**src/rtl/sweep_ctrl_if.sv**
```systemverilog
// sweep_ctrl_if: control/feedback bus between the sweep sequencer and the up/down counter
interface sweep_ctrl_if #(parameter int WIDTH = 8);
  logic             cnt_load;
  logic [WIDTH-1:0] cnt_load_value;
  logic             cnt_en;
  logic             cnt_up_down;
  logic [WIDTH-1:0] count;
  modport master(output cnt_load, cnt_load_value, cnt_en, cnt_up_down, input count);
  modport slave(input cnt_load, cnt_load_value, cnt_en, cnt_up_down, output count);
endinterface

```
**src/rtl/sweep_ctrl.sv**
```systemverilog
// sweep_ctrl: drives a loadable up/down counter through repeated lo->hi->lo triangle sweeps
module sweep_ctrl #(
  parameter int WIDTH = 8,
  parameter int SW_W  = 8
) (
  input  logic             clk,
  input  logic             arst_n,
  input  logic             start,
  input  logic             stop,
  input  logic [WIDTH-1:0] lo_lim,
  input  logic [WIDTH-1:0] hi_lim,
  input  logic [SW_W-1:0]  n_sweeps,
  sweep_ctrl_if.master     cnt,
  output logic             busy,
  output logic             done,
  output logic             err,
  output logic [SW_W-1:0]  sweep_cnt
);
  typedef enum logic [2:0] {IDLE, LOAD, UP, DOWN, DONE} state_t;
  state_t           state_q, state_d;
  logic [WIDTH-1:0] lo_q, lo_d, hi_q, hi_d;
  logic [SW_W-1:0]  n_q, n_d, sweep_q, sweep_d, sweep_inc;
  logic             err_q, err_d;
  assign sweep_inc = sweep_q + SW_W'(1);
  // Reversal compares use >=/<= so a disturbed count outside the limits still turns around
  always_comb begin
    state_d = state_q;
    lo_d    = lo_q;
    hi_d    = hi_q;
    n_d     = n_q;
    sweep_d = sweep_q;
    err_d   = 1'b0;
    case (state_q)
      IDLE: if (start) begin
        if (hi_lim > lo_lim) begin
          state_d = LOAD;
          lo_d    = lo_lim;
          hi_d    = hi_lim;
          n_d     = n_sweeps;
          sweep_d = '0;
        end else err_d = 1'b1;
      end
      LOAD: state_d = stop ? IDLE : UP;
      UP:   state_d = stop ? IDLE : (cnt.count >= hi_q - WIDTH'(1)) ? DOWN : UP;
      DOWN: if (stop) state_d = IDLE;
            else if (cnt.count <= lo_q + WIDTH'(1)) begin
              sweep_d = sweep_inc;
              state_d = (n_q != '0 && sweep_inc == n_q) ? DONE : UP;
            end
      DONE: state_d = IDLE;
      default: state_d = IDLE;
    endcase
  end
  always_ff @(posedge clk or negedge arst_n) begin
    if (!arst_n) begin
      state_q <= IDLE;
      lo_q    <= '0;
      hi_q    <= '0;
      n_q     <= '0;
      sweep_q <= '0;
      err_q   <= 1'b0;
    end else begin
      state_q <= state_d;
      lo_q    <= lo_d;
      hi_q    <= hi_d;
      n_q     <= n_d;
      sweep_q <= sweep_d;
      err_q   <= err_d;
    end
  end
  assign cnt.cnt_load       = state_q == LOAD;
  assign cnt.cnt_load_value = (state_q == LOAD) ? lo_q : '0;
  assign cnt.cnt_en         = state_q == UP || state_q == DOWN;
  assign cnt.cnt_up_down    = state_q == UP;
  assign busy               = state_q == LOAD || state_q == UP || state_q == DOWN;
  assign done               = state_q == DONE;
  assign err                = err_q;
  assign sweep_cnt          = sweep_q;
endmodule
```
**src/flat_wrapper.sv**
```systemverilog
// flat-port wrapper written by rule: the top's interface ports become plain ports
module sweep_ctrl_flat 
#(
  parameter int WIDTH = 8,
  parameter int SW_W  = 8
)
  (clk, arst_n, start, stop, lo_lim, hi_lim, n_sweeps, busy, done, err, sweep_cnt, cnt_cnt_load, cnt_cnt_load_value, cnt_cnt_en, cnt_cnt_up_down, cnt_count);
  sweep_ctrl_if #(.WIDTH(WIDTH)) cnt_i ();
  input  logic clk;
  input  logic arst_n;
  input  logic start;
  input  logic stop;
  input  logic [WIDTH-1:0] lo_lim;
  input  logic [WIDTH-1:0] hi_lim;
  input  logic [SW_W-1:0] n_sweeps;
  output logic busy;
  output logic done;
  output logic err;
  output logic [SW_W-1:0] sweep_cnt;
  output wire logic [$bits(cnt_i.cnt_load)-1:0] cnt_cnt_load;
  output wire logic [$bits(cnt_i.cnt_load_value)-1:0] cnt_cnt_load_value;
  output wire logic [$bits(cnt_i.cnt_en)-1:0] cnt_cnt_en;
  output wire logic [$bits(cnt_i.cnt_up_down)-1:0] cnt_cnt_up_down;
  input wire logic [$bits(cnt_i.count)-1:0] cnt_count;
  assign cnt_cnt_load = cnt_i.cnt_load;
  assign cnt_cnt_load_value = cnt_i.cnt_load_value;
  assign cnt_cnt_en = cnt_i.cnt_en;
  assign cnt_cnt_up_down = cnt_i.cnt_up_down;
  assign cnt_i.count = cnt_count;
  sweep_ctrl #(.WIDTH(WIDTH), .SW_W(SW_W)) u_core (.clk(clk), .arst_n(arst_n), .start(start), .stop(stop), .lo_lim(lo_lim), .hi_lim(hi_lim), .n_sweeps(n_sweeps), .cnt(cnt_i), .busy(busy), .done(done), .err(err), .sweep_cnt(sweep_cnt));
endmodule
```
**config.mk**
```make
export PLATFORM = sky130hd
export DESIGN_NAME = sweep_ctrl_flat
export DESIGN_NICKNAME = d
export VERILOG_FILES = /design/src/rtl/sweep_ctrl_if.sv /design/src/rtl/sweep_ctrl.sv /design/src/flat_wrapper.sv
export SDC_FILE = /design/constraint.sdc
export NUM_CORES = 1
export LEC_CHECK = 0
export CORE_MARGIN = 2
export CORE_UTILIZATION = 55
export CTS_CLUSTER_SIZE = 40
export DETAILED_ROUTE_END_ITERATION = 6
export PLACE_DENSITY = 0.86
export SLEW_MARGIN = 5
export SYNTH_ARGS = -nofsm -noshare
export SYNTH_HDL_FRONTEND = slang
export SYNTH_SLANG_ARGS = --single-unit
```
**constraint.sdc**
```tcl
create_clock -name clk -period 5.98 [get_ports clk]
set_clock_uncertainty 0.05 [all_clocks]
set_input_delay 1.495 -clock clk [delete_from_list [all_inputs] [get_ports clk]]
set_output_delay 1.495 -clock clk [all_outputs]
set_load 0.03 [all_outputs]
```
==> Word-level counts from Yosys, hierarchy flattened <==
Index checks and enable logic that the tools add are counted.
{ "totals": {"wordCells": 50, "regBits": 36, "output_inout_bits": 22} }
{ "classes": {"reduce_logical": 10, "order_cmp": 3, "add_sub_neg": 3, "eq_ne": 10, "n_mux": 18} }
{ "ops": {"columns": ["operator", "n"], "rows": [
  ["two-way mux 8 bit", 5],
  ["two-way mux 3 bit", 6],
  ["adder 8 x 1 -> 8 bit, second input constant", 2],
  ["case mux 8 bit (2 select lines)", 1],
  ["case mux 3 bit (4 select lines)", 1],
  ["equality test 8 bit", 1],
  ["greater-or-equal comparator 8 bit", 1],
  ["> comparator 8 bit", 1],
  ["less-or-equal comparator 8 bit", 1],
  ["nonzero test 8 bit", 1],
  ["subtractor 8 x 1 -> 8 bit, second input constant", 1],
  ["equality test 3 x 2 -> 1 bit, second input constant", 2],
  ["AND reduction 3 bit", 2],
  ["AND reduction 5 bit", 1],
  ["two-way mux 1 bit", 4],
  ["!= test 2 x 1 -> 1 bit, second input constant", 2],
  ["!= test 2 bit, second input constant", 2],
  ["equality test 3 x 1 -> 1 bit, second input constant", 1],
  ["equality test 3 bit, second input constant", 1],
  ["zero test 3 bit", 1],
  ["logical OR 1 bit", 3],
  ["!= test 3 x 2 -> 1 bit, second input constant", 1],
  ["two-way mux 2 bit", 1],
  ["nonzero test 2 bit", 1],
  ["logical AND 1 bit", 1]
]} }

==> Longest topological paths before layout <==
Gate-level depths: netlist of the first run.
{ "depth": {"word_depth": 7, "depth_mapped": 11} }

==> Worst setup path after synthesis of the first run <==
OpenSTA, ideal clock, no wires.
{ "synth_timing": {"path_kind": "flip-flop to output port", "start": "register u_core.state_q[2]", "end": "output port cnt_cnt_load_value[0]", "required_ps": 4435, "stages_incl_launch_ff": 3, "arrival_ps": 1899, "slack_ps": 2536, "path_cell_list": "dfrtp_1 nor3b_1 and2_1"} }
{ "synth_via": {"elab_chain_cells": 2} }
{ "synth_lines": {"columns": ["element", "line_no", "text"], "rows": [
  ["start, declared", "sweep_ctrl.sv:20", "state_t state_q, state_d;"],
  ["start signal, assigned", "sweep_ctrl.sv:63", "state_q <= state_d;"],
  ["equality test 3 x 1 -> 1 bit", null, null],
  ["named net cnt_cnt_load", "flat_wrapper.sv:20", "output wire logic [$bits(cnt_i.cnt_load)-1:0] cnt_cnt_load;"],
  ["two-way mux 8 bit", "sweep_ctrl.sv:72", "assign cnt.cnt_load_value = (state_q == LOAD) ? lo_q : '0;"],
  ["end, declared", "flat_wrapper.sv:21", "output wire logic [$bits(cnt_i.cnt_load_value)-1:0] cnt_cnt_load_value;"]
]} }
The timed path passes the listed nets, and every way through them passes these cells.

==> Final worst setup path of the first run <==
{ "layout_timing": {"start": "input port lo_lim[1]", "end": "register u_core.sweep_q[7], in the netlist u_core.sweep_cnt[7]"} }
{ "layout_via": {"elab_chain_cells": 3} }
{ "layout_lines": {"columns": ["element", "line_no", "text"], "rows": [
  ["start, declared", "flat_wrapper.sv:13", "input logic [WIDTH-1:0] lo_lim;"],
  ["> comparator 8 bit", "sweep_ctrl.sv:35", "if (hi_lim > lo_lim) begin"],
  ["!= test 2 x 1 -> 1 bit (no line)", null, null],
  ["AND reduction 5 bit (no line)", null, null],
  ["end signal, assigned", "sweep_ctrl.sv:67", "sweep_q <= sweep_d;"],
  ["end, declared", "sweep_ctrl.sv:22", "logic [SW_W-1:0] n_q, n_d, sweep_q, sweep_d, sweep_inc;"]
]} }
Every way passes these cells.
A chain may end at the register's enable or synchronous reset.

==> results of run 1 <==
-- worst max path at each step --
stage	slack [ps]	startpoint	end
after floorplan	2540	u_core.state_q[2]$_DFFE_PN0P_	cnt_cnt_load_value[0]
after global placement	1820	lo_lim[1]	u_core.sweep_cnt[7]$_DFFE_PN0P_
after detailed placement	1760	lo_lim[1]	u_core.sweep_cnt[2]$_DFFE_PN0P_
after CTS	2020	u_core.state_q[2]$_DFFE_PN0P_	cnt_cnt_load_value[6]
after global routing	1880	u_core.state_q[2]$_DFFE_PN0P_	cnt_cnt_load_value[2]
final	2050	lo_lim[1]	u_core.sweep_cnt[7]$_DFFE_PN0P_
-- worst max-delay path, delay by kind of cell --
family,cells,cell delay [ps]
AOI/OAI and AO/OA,4,1130
buffers and inverters,3,880
adders and majority gates,1,290
and+or+nand+nor,2,250
-- metal layers --
metal	part of all wire (%)	global-route usage [%]
met1	45	32.2
met4	1.9	9.26
met2	48	38.3
met3	5.1	3.73
met5	0	0
-- flip-flops by register name, summed over array words and instances (netlist names) --
signal	flops
u_core.err	1
u_core.hi_q	8
u_core.lo_q	8
u_core.n_q	8
u_core.state_q	3
u_core.sweep_cnt	8
-- logic make-up (layout without fill, tap and decap cells) --
| kind of cell | after synthesis | count (layout) | share of synthesized area (%) |
|---|---|---|---|
| and+or+nand+nor | 86 | 86 | 18.3 |
| AOI/OAI and AO/OA | 52 | 52 | 14.1 |
| DFF | 36 | 36 | 34.6 |
| adders and majority gates | 27 | 27 | 13.0 |
| buffers and inverters | 21 | 82 | 4.23 |
| xor gates and xnor gates | 20 | 20 | 6.73 |
| muxes | 19 | 19 | 9.13 |
-- power groups by stage --
stage | Sequential, mW | Clock [mW] | Combinational [mW]
floorplan | 0.402 | 0 | 0.374
global placement | 0.419 | 0 | 0.485
detailed placement | 0.426 | 0 | 0.517
CTS | 0.422 | 0.178 | 0.523
global route | 0.438 | 0.189 | 0.580
finish | 0.426 | 0.178 | 0.522
-- stage by stage --
| step | utilization (%) | instance area [um^2] |
|---|---|---|
| after detailed placement | 69.4 | 3210 |
| after global routing | 71.3 | 3300 |
| after global placement | 69.4 | 3210 |
| after CTS | 71.3 | 3300 |
| after floorplan | - | 2600 |
| final | 71.3 | 3300 |
-- synthesized netlist by cell type (all sizes together) (2+ instances only) --
cell	instances	share of area (%)
a211oi	3	1.3
and2	11	2.7
ha	27	13
and4	2	0.67
nand4	5	1.2
o2bb2ai	2	0.67
nor4	4	0.96
dfrtp	36	35
a22o	3	1.0
nor3b	2	0.58
nor3	5	0.96
a21oi	11	2.1
nor2b	5	1.5
nor4b	2	0.91
nand2	20	2.9
nand2b	5	1.2
or2	2	0.48
inv	15	2.2
nand3	9	1.7
nor2	11	1.6
buf	5	1.9
a31oi	3	0.72
o211ai	4	1.3
o21ai	16	3.2
xnor2	11	3.7
a21o	2	0.58
a221o	4	1.5
xor2	9	3.0
mux2i	2	0.77
mux2	17	8.4
-- cells in the final DEF, fill, tap and decap left out, drive strengths merged, types with 2 or more instances in the layout --
cell	count
a22o	3
nor4	4
xnor2	11
clkdlybuf4s50	57
nor3b	2
o211ai	4
nor4b	2
dfrtp	36
or2	2
ha	27
a31oi	3
and4	2
and2	11
nand4	5
nand3	9
mux2	17
a21o	2
xor2	9
a21oi	11
nand2b	5
o21ai	16
inv	15
nand2	20
nor3	5
o2bb2ai	2
a211oi	3
nor2b	5
mux2i	2
a221o	4
clkbuf	8
buf	2
nor2	11
-- area by class of cell --
cell class              instances  area, um^2  share of cell area (%)
clock buffers                   8        90.1                    2.73
inverters                      15        56.3                    1.71
multi-input cells             204        1600                    48.5
flip-flops and latches         36         901                    27.3
well taps                      54        67.6                    2.05
repair buffers                 59         586                    17.7
==> results.py, run 1 <==
metrics = {
    "route": {
        "drt-total-wl_um": 6000,
        "drc": 0,
        "viasPerCell": 5.95,
        "ant_nets": 0,
        "routed-via-count": 2236,
        "routedWlPerCell_um": 15.9,
        "drt_iter0_drc": 163,
        "dr.pass1.iters": 4,
    },
    "worst_setup_path": {
        "critPathCaptureType": "flop",
        "slowest_stage": "o211ai_4",
        "timing.rr.end": "u_core.sweep_cnt[7]$_DFFE_PN0P_",
        "criticalPathCategory": "input pin to flop",
        "critical_path.max_stage_delay_ps": 530,
        "r2r_cells": 10,
        "r2r_slack_ps": 3430,
        "cp_cell_sequence": "clkdlybuf4s50_1, inv_1, ha_1, nor2b_1, o211ai_1, a21oi_1, o211ai_4, buf_4, nand2_1, a221o_1",
        "cp_max_fo": 21,
        "r2r-start": "u_core.lo_q[0]$_DFFE_PN0P_",
        "critPathRequiredTime_ps": 6100,
        "worstSetupStartpointType": "input pin",
        "arrival_ps": 4060,
    },
    "synth": {
        "syn_nets": 324,
        "synthCells": 261,
        "synth-edff-count": 0,
        "synth_area_um2": 2600,
        "synth-seq-cells": 36,
        "synth_ff_type": "dfrtp_1",
        "yosys_warnings": 0,
        "synthArstFlopShare_pct": 100,
        "synth-seq-area-share_pct": 34.6,
        "syn_area_per_cell_um2": 9.98,
        "synth.distinct_cells": 47,
    },
    "floorplan": {
        "die_width_um": 72.8,
        "fp-row-count": 25,
        "die_y_um": 72.8,
        "dieArea_um2": 5300,
        "core_um2": 4630,
        "start_util_pct": 56.2,
        "io_pins": 58,
    },
    "global_routing": {
        "grt-ovfl-total": 0,
        "grt_max_degree": 37,
        "antenna_found_initial": 0,
        "grt_pass1_wl_um": 9820,
        "groute.usage.overall_pct": 23.8,
        "grt_pass1_vias": 2160,
    },
    "placement": {
        "pre_cts_slack_ps": 1760,
        "dp.cells": 368,
        "portBuffers": 57,
        "place_congestion": 0.861,
        "hpwlAfterDp_um": 4710,
    },
    "cts": {
        "cts_buffers": 5,
        "clk_path_buf_depth": 2,
        "cts_tree": "built",
        "clock-sinks": 36,
        "post_cts_resized": 0,
        "path_clk_slew_ps": 70,
        "clock_latency_ps": 280,
        "clockRootBuffer": "clkbuf_8",
        "post-cts-setup-buffers": 0,
        "cts_hold_buf": 0,
        "htreeDepth": 2,
    },
    "layout": {
        "antenna_cells": 0,
        "num-fill-cells": 333,
        "drive_gt1_share_pct": 10.2,
        "layout.nets": 384,
        "stdcell_count": 376,
        "area_delta_synth_final_pct": 26.8,
    },
    "pwr": {
        "seq_power_share_pct": 37.9,
        "p_leak_nw": 1.44,
        "p_sw_mw": 0.441,
        "p_total_mw": 1.13,
        "combPwrFrac_pct": 46.4,
        "intPower_mw": 0.685,
        "irDropWorstVdd_uv": 202,
        "switching_share_pct": 39.2,
        "powerDensity_nw_per_um2": 341,
        "p_clk_share_pct": 15.8,
    },
    "timing": {
        "setup_tns_ps": 0,
        "relSlewSlack_pct": 46.0,
        "finalCritPeriodShare_pct": 65.8,
        "hold_viol": 0,
        "whs_ps": 498,
        "worst_slew_pin_slew_ps": 808,
        "fmax_mhz": 254,
        "worst_slack_ps": 2050,
        "report.final.slew_viol_count": 0,
        "setup_viol_count_final": 0,
        "grt_setup_unrepaired": "false",
        "period_minus_slack_ps": 3930,
    },
    "worst_hold_path": {
        "hold_class": "flop to flop",
        "min_path_cells": 2,
        "holdPathEnd": "u_core.hi_q[0]$_DFFE_PN0P_",
        "hp-start": "u_core.hi_q[0]$_DFFE_PN0P_",
    },
    "run": {
        "cap_violations": 0,
    },
    "outcome": {
        "status": "finished, final reports clean",
    },
}
No activity file was read; power rests on OpenSTA's default activity.
==> inputs of run 2 (changes only) <==
- CORE_UTILIZATION: 55 -> 46
- PLACE_DENSITY: 0.86 -> 0.77
- clock period: 5.98 -> 3.5 ns (I/O delays scaled with it)
==> results.py, run 2 (synthesized netlist as in run 1, its figures left out) <==
metrics = {
    "pwr": {
        "seq_power_share_pct": 38.1,
        "irDropWorstVdd_uv": 279,
        "p_sw_mw": 0.725,
        "p_total_mw": 1.90,
        "switching_share_pct": 38.2,
        "intPower_mw": 1.18,
        "p_clk_share_pct": 16.1,
        "combPwrFrac_pct": 45.8,
        "p_leak_nw": 1.45,
        "powerDensity_nw_per_um2": 567,
    },
    "timing": {
        "worst_slew_pin_slew_ps": 620,
        "relSlewSlack_pct": 58.6,
        "fmax_mhz": 327,
        "hold_viol": 0,
        "worst_slack_ps": 437,
        "period_minus_slack_ps": 3060,
        "setup_tns_ps": 0,
        "report.final.slew_viol_count": 0,
        "setup_viol_count_final": 0,
        "finalCritPeriodShare_pct": 87.5,
        "grt_setup_unrepaired": "false",
    },
    "outcome": {
        "status": "finished, final reports clean",
    },
    "worst_setup_path": {
        "critPathRequiredTime_ps": 3630,
        "r2r_cells": 9,
        "criticalPathCategory": "input pin to flop",
        "slowest_stage": "o211ai_4",
        "cp_cell_sequence": "clkdlybuf4s50_1, inv_1, ha_1, nor2b_1, o211ai_1, a21oi_1, o211ai_4, buf_4, mux2_4",
        "cp_max_fo": 16,
        "cp-endpoint": "u_core.hi_q[2]$_DFFE_PN0P_",
        "arrival_ps": 3190,
        "worstSetupStartpointType": "input pin",
        "timing.rr.end": "u_core.sweep_cnt[7]$_DFFE_PN0P_",
        "r2r-start": "u_core.lo_q[2]$_DFFE_PN0P_",
        "r2r_slack_ps": 920,
        "critical_path.max_stage_delay_ps": 480,
        "critPathLaunch": "lo_lim[1]",
        "critPathCaptureType": "flop",
    },
    "cts": {
        "clock-sinks": 36,
        "path_clk_slew_ps": 70,
        "post_cts_resized": 0,
        "cts_buffers": 5,
        "post-cts-setup-buffers": 0,
        "cts_tree": "built",
        "clk_path_buf_depth": 2,
        "clockRootBuffer": "clkbuf_8",
        "cts_hold_buf": 0,
        "htreeDepth": 2,
        "clock_latency_ps": 290,
    },
    "floorplan": {
        "die_width_um": 79.2,
        "fp-row-count": 27,
        "io_pins": 58,
        "start_util_pct": 47.6,
        "die_y_um": 79.2,
        "core_um2": 5470,
        "dieArea_um2": 6280,
    },
    "placement": {
        "pre_cts_slack_ps": 147,
        "place_congestion": 0.872,
        "hpwlAfterDp_um": 4530,
        "portBuffers": 57,
    },
    "global_routing": {
        "grt_pass1_wl_um": 9490,
        "grt_pass1_vias": 2024,
        "grt_max_degree": 37,
        "use_met1_pct": 26.6,
        "grt-ovfl-total": 0,
        "antenna_found_initial": 0,
        "use_met3_pct": 3.41,
        "grt.met2_usage_pct": 30.6,
        "grt-busiest-layer": "met2",
        "groute.usage.overall_pct": 19.3,
    },
    "layout": {
        "antenna_cells": 0,
        "postLayoutCoreUtil_pct": 61.2,
        "layout.nets": 386,
        "area_delta_synth_final_pct": 28.7,
        "final_common_cell": "clkdlybuf4s50_1",
        "num-fill-cells": 461,
        "final_cell_mix": "57 x clkdlybuf4s50_1, 36 x dfrtp_1, 27 x ha_1",
        "drive_gt1_share_pct": 10.8,
    },
    "route": {
        "routed-via-count": 2152,
        "viasPerCell": 5.43,
        "routedWlPerCell_um": 14.2,
        "drt_iter0_drc": 106,
        "ant_nets": 0,
        "drt-total-wl_um": 5630,
        "dr.pass1.iters": 4,
        "drc": 0,
    },
    "run": {
        "cap_violations": 0,
    },
    "worst_hold_path": {
        "hold_class": "flop to flop",
    },
}
## run 2: cell types whose count changed in the layout (fill, tap and decap cells not counted), sizes merged
cell | previous run | this run
buf | 2 | 4
## run 2: worst max-delay path, delay by kind of cell
family          cells  cell delay [ps]
buf+inv             3              800
compound gates      3              770
mux                 1              310
fa+ha+maj           1              290
simple gates        1              130
## run 2: through the flow
| stage | hold slack (ps) | instance area (um^2) | instances |
|---|---|---|---|
| 6_report | 491 | 3350 | 396 |
| 5_1_grt | 520 | 3350 | 396 |
| 4_1_cts | 497 | 3350 | 396 |
| 3_5_place_dp | 481 | 3260 | 388 |
| 3_3_place_gp | 463 | 3260 | 388 |
| 2_1_floorplan | 422 | 2600 | 261 |
## run 2: how the worst min path moves through the flow
stage                                          start                          to  slack [ps]  cells after the start
after floorplan           u_core.hi_q[0]$_DFFE_PN0P_  u_core.hi_q[0]$_DFFE_PN0P_         420                      2
after global placement    u_core.hi_q[0]$_DFFE_PN0P_  u_core.hi_q[0]$_DFFE_PN0P_         460                      2
after detailed placement  u_core.hi_q[0]$_DFFE_PN0P_  u_core.hi_q[0]$_DFFE_PN0P_         480                      2
after CTS                 u_core.hi_q[0]$_DFFE_PN0P_  u_core.hi_q[0]$_DFFE_PN0P_         500                      2
after global routing      u_core.hi_q[0]$_DFFE_PN0P_  u_core.hi_q[0]$_DFFE_PN0P_         520                      2
final                     u_core.hi_q[0]$_DFFE_PN0P_  u_core.hi_q[0]$_DFFE_PN0P_         490                      2
## run 2: layout make-up
cell class	count	area, um^2	share of cell area, %
clock buffer	8	90.1	2.69
inverter	15	56.3	1.68
sequential	36	901	26.9
tap	72	90.1	2.69
timing repair buffer	61	613	18.3
multi-input combinational	204	1600	47.8
## run 2: metal layers
layer / part of all wire [%] / vias to the layer above
li1: - / 1073
met1: 49 / 1017
met2: 45 / 54
met3: 4.1 / 8
met4: 1.7 / 0
met5: 0 / -
## run 2: power groups by stage
| stage | Combinational [mW] | Clock, mW | Sequential (mW) |
|---|---|---|---|
| floorplan | 0.639 | 0 | 0.687 |
| global placement | 0.843 | 0 | 0.719 |
| detailed placement | 0.873 | 0 | 0.726 |
| CTS | 0.879 | 0.312 | 0.720 |
| global route | 0.985 | 0.326 | 0.747 |
| finish | 0.870 | 0.306 | 0.724 |
==> inputs of run 3 (changes only) <==
==> constraint.sdc (replaced) <==
create_clock -name clk -period 3.5 [get_ports clk]
set_clock_uncertainty 0.05 [all_clocks]
set_input_delay 0.35 -clock clk [delete_from_list [all_inputs] [get_ports clk]]
set_output_delay 0.35 -clock clk [all_outputs]
set_load 0.03 [all_outputs]
==> results.py, run 3 (synthesized netlist as in run 1, its figures left out) <==
metrics = {
    "layout": {
        "stdcell_count": 396,
        "area_delta_synth_final_pct": 28.4,
        "final_cell_mix": "57 x clkdlybuf4s50_1, 36 x dfrtp_1, 27 x ha_1",
        "drive_gt1_share_pct": 11.1,
        "fin_area_um2": 3340,
        "final_common_cell": "clkdlybuf4s50_1",
        "antenna_cells": 0,
        "layout.nets": 386,
    },
    "route": {
        "drc": 0,
        "wl_met2_um": 2570,
        "drt-total-wl_um": 5650,
        "ant_nets": 0,
        "dr.pass1.iters": 4,
        "drt_iter0_drc": 111,
        "highest_layer": "met4",
        "routed-via-count": 2139,
        "viasPerCell": 5.40,
        "routedWlPerCell_um": 14.3,
        "met3_length_um": 270,
        "drt-met1-wl_um": 2740,
    },
    "placement": {
        "placed_cell_area_um2": 3250,
        "hpwlAfterDp_um": 4620,
        "pre_cts_slack_ps": 761,
        "portBuffers": 57,
        "place_congestion": 0.792,
        "dp.cells": 388,
    },
    "timing": {
        "worst_slew_pin_slew_ps": 871,
        "relSlewSlack_pct": 41.8,
        "finalCritPeriodShare_pct": 80.4,
        "period_minus_slack_ps": 2810,
        "setup_tns_ps": 0,
        "worst_slack_ps": 688,
        "report.final.slew_viol_count": 0,
        "hold_viol": 0,
        "grt_setup_unrepaired": "false",
        "whs_ps": 418,
        "fmax_mhz": 356,
        "setup_viol_count_final": 0,
    },
    "global_routing": {
        "grt-ovfl-total": 0,
        "grt_pass1_wl_um": 9460,
        "antenna_found_initial": 0,
        "groute.usage.overall_pct": 19.1,
        "grt_pass1_vias": 2020,
        "grt_max_degree": 37,
    },
    "run": {
        "cap_violations": 0,
    },
    "worst_setup_path": {
        "r2r_cells": 9,
        "timing.rr.end": "u_core.sweep_cnt[7]$_DFFE_PN0P_",
        "critPathCaptureType": "output port",
        "cp-endpoint": "cnt_cnt_load_value[5]",
        "critPathLaunch": "u_core.state_q[2]$_DFFE_PN0P_",
        "criticalPathCategory": "flop to output port",
        "arrival_ps": 2410,
        "worstSetupStartpointType": "flop",
        "critPathRequiredTime_ps": 3100,
        "r2r-start": "u_core.lo_q[2]$_DFFE_PN0P_",
        "r2r_slack_ps": 940,
        "cp_max_fo": 9,
    },
    "floorplan": {
        "die_width_um": 79.2,
        "io_pins": 58,
        "die_y_um": 79.2,
        "start_util_pct": 47.6,
        "core_um2": 5470,
        "dieArea_um2": 6280,
        "fp-row-count": 27,
    },
    "cts": {
        "post_cts_resized": 0,
        "htreeDepth": 2,
        "cts_buffers": 5,
        "clock_latency_ps": 290,
        "clock-sinks": 36,
        "cts_hold_buf": 0,
        "path_clk_slew_ps": 70,
        "clockRootBuffer": "clkbuf_8",
        "post-cts-setup-buffers": 0,
        "cts_tree": "built",
        "clk_path_buf_depth": 2,
    },
    "pwr": {
        "p_leak_nw": 1.44,
        "powerDensity_nw_per_um2": 566,
        "irDropWorstVdd_uv": 263,
    },
    "outcome": {
        "status": "finished, final reports clean",
    },
    "worst_hold_path": {
        "hold_class": "input pin to asynchronous set/reset pin",
    },
}
-- run 3: cell types whose count changed in the layout (fill, tap and decap cells not counted), sizes merged --
cell / previous run / this run
clkbuf: 8 / 7
clkinvlp: 0 / 1
-- run 3: metrics by stage --
step	util, %	power, mW
final	61.1	1.89
after global routing	61.1	2.05
after CTS	61.1	1.91
after detailed placement	59.4	1.60
after global placement	59.4	1.56
after floorplan	-	1.33
-- run 3: critical path, cell delays in order, from the launching register on --
cell and delay, ps:
dfrtp_1 460, nor3b_1 750, and2_1 230, clkdlybuf4s50_1 670
-- run 3: final cells by class --
type                       count  area (um^2)
fill                         481         2130
multi-input combinational    204         1600
sequential                    36          901
timing repair buffer          61          601
tap                           72         90.1
clock buffer                   7         86.3
inverter                      15         56.3
clock inverter                 1         7.51
-- run 3: layer usage --
layer / global-route usage [%] / up-vias
met1: 27.0 / 1016
met3: 2.50 / 6
met5: 0 / -
li1: - / 1064
met4: 6.55 / 0
met2: 30.3 / 53
-- run 3: worst min-delay path by stage --
stage / endpoint / slack [ps]
finish: u_core.lo_q[1]$_DFFE_PN0P_ / 420
global route: u_core.lo_q[2]$_DFFE_PN0P_ / 460
CTS: u_core.sweep_cnt[5]$_DFFE_PN0P_ / 430
detailed placement: u_core.n_q[2]$_DFFE_PN0P_ / 480
global placement: u_core.n_q[2]$_DFFE_PN0P_ / 470
floorplan: u_core.err$_DFF_PN0_ / 4
-- run 3: report_power, final --
part	internal [mW]	switching, mW	leakage (nW)
sequential	0.551	0.176	0.453
clock	0.160	0.148	0.0445
combinational	0.456	0.402	0.947
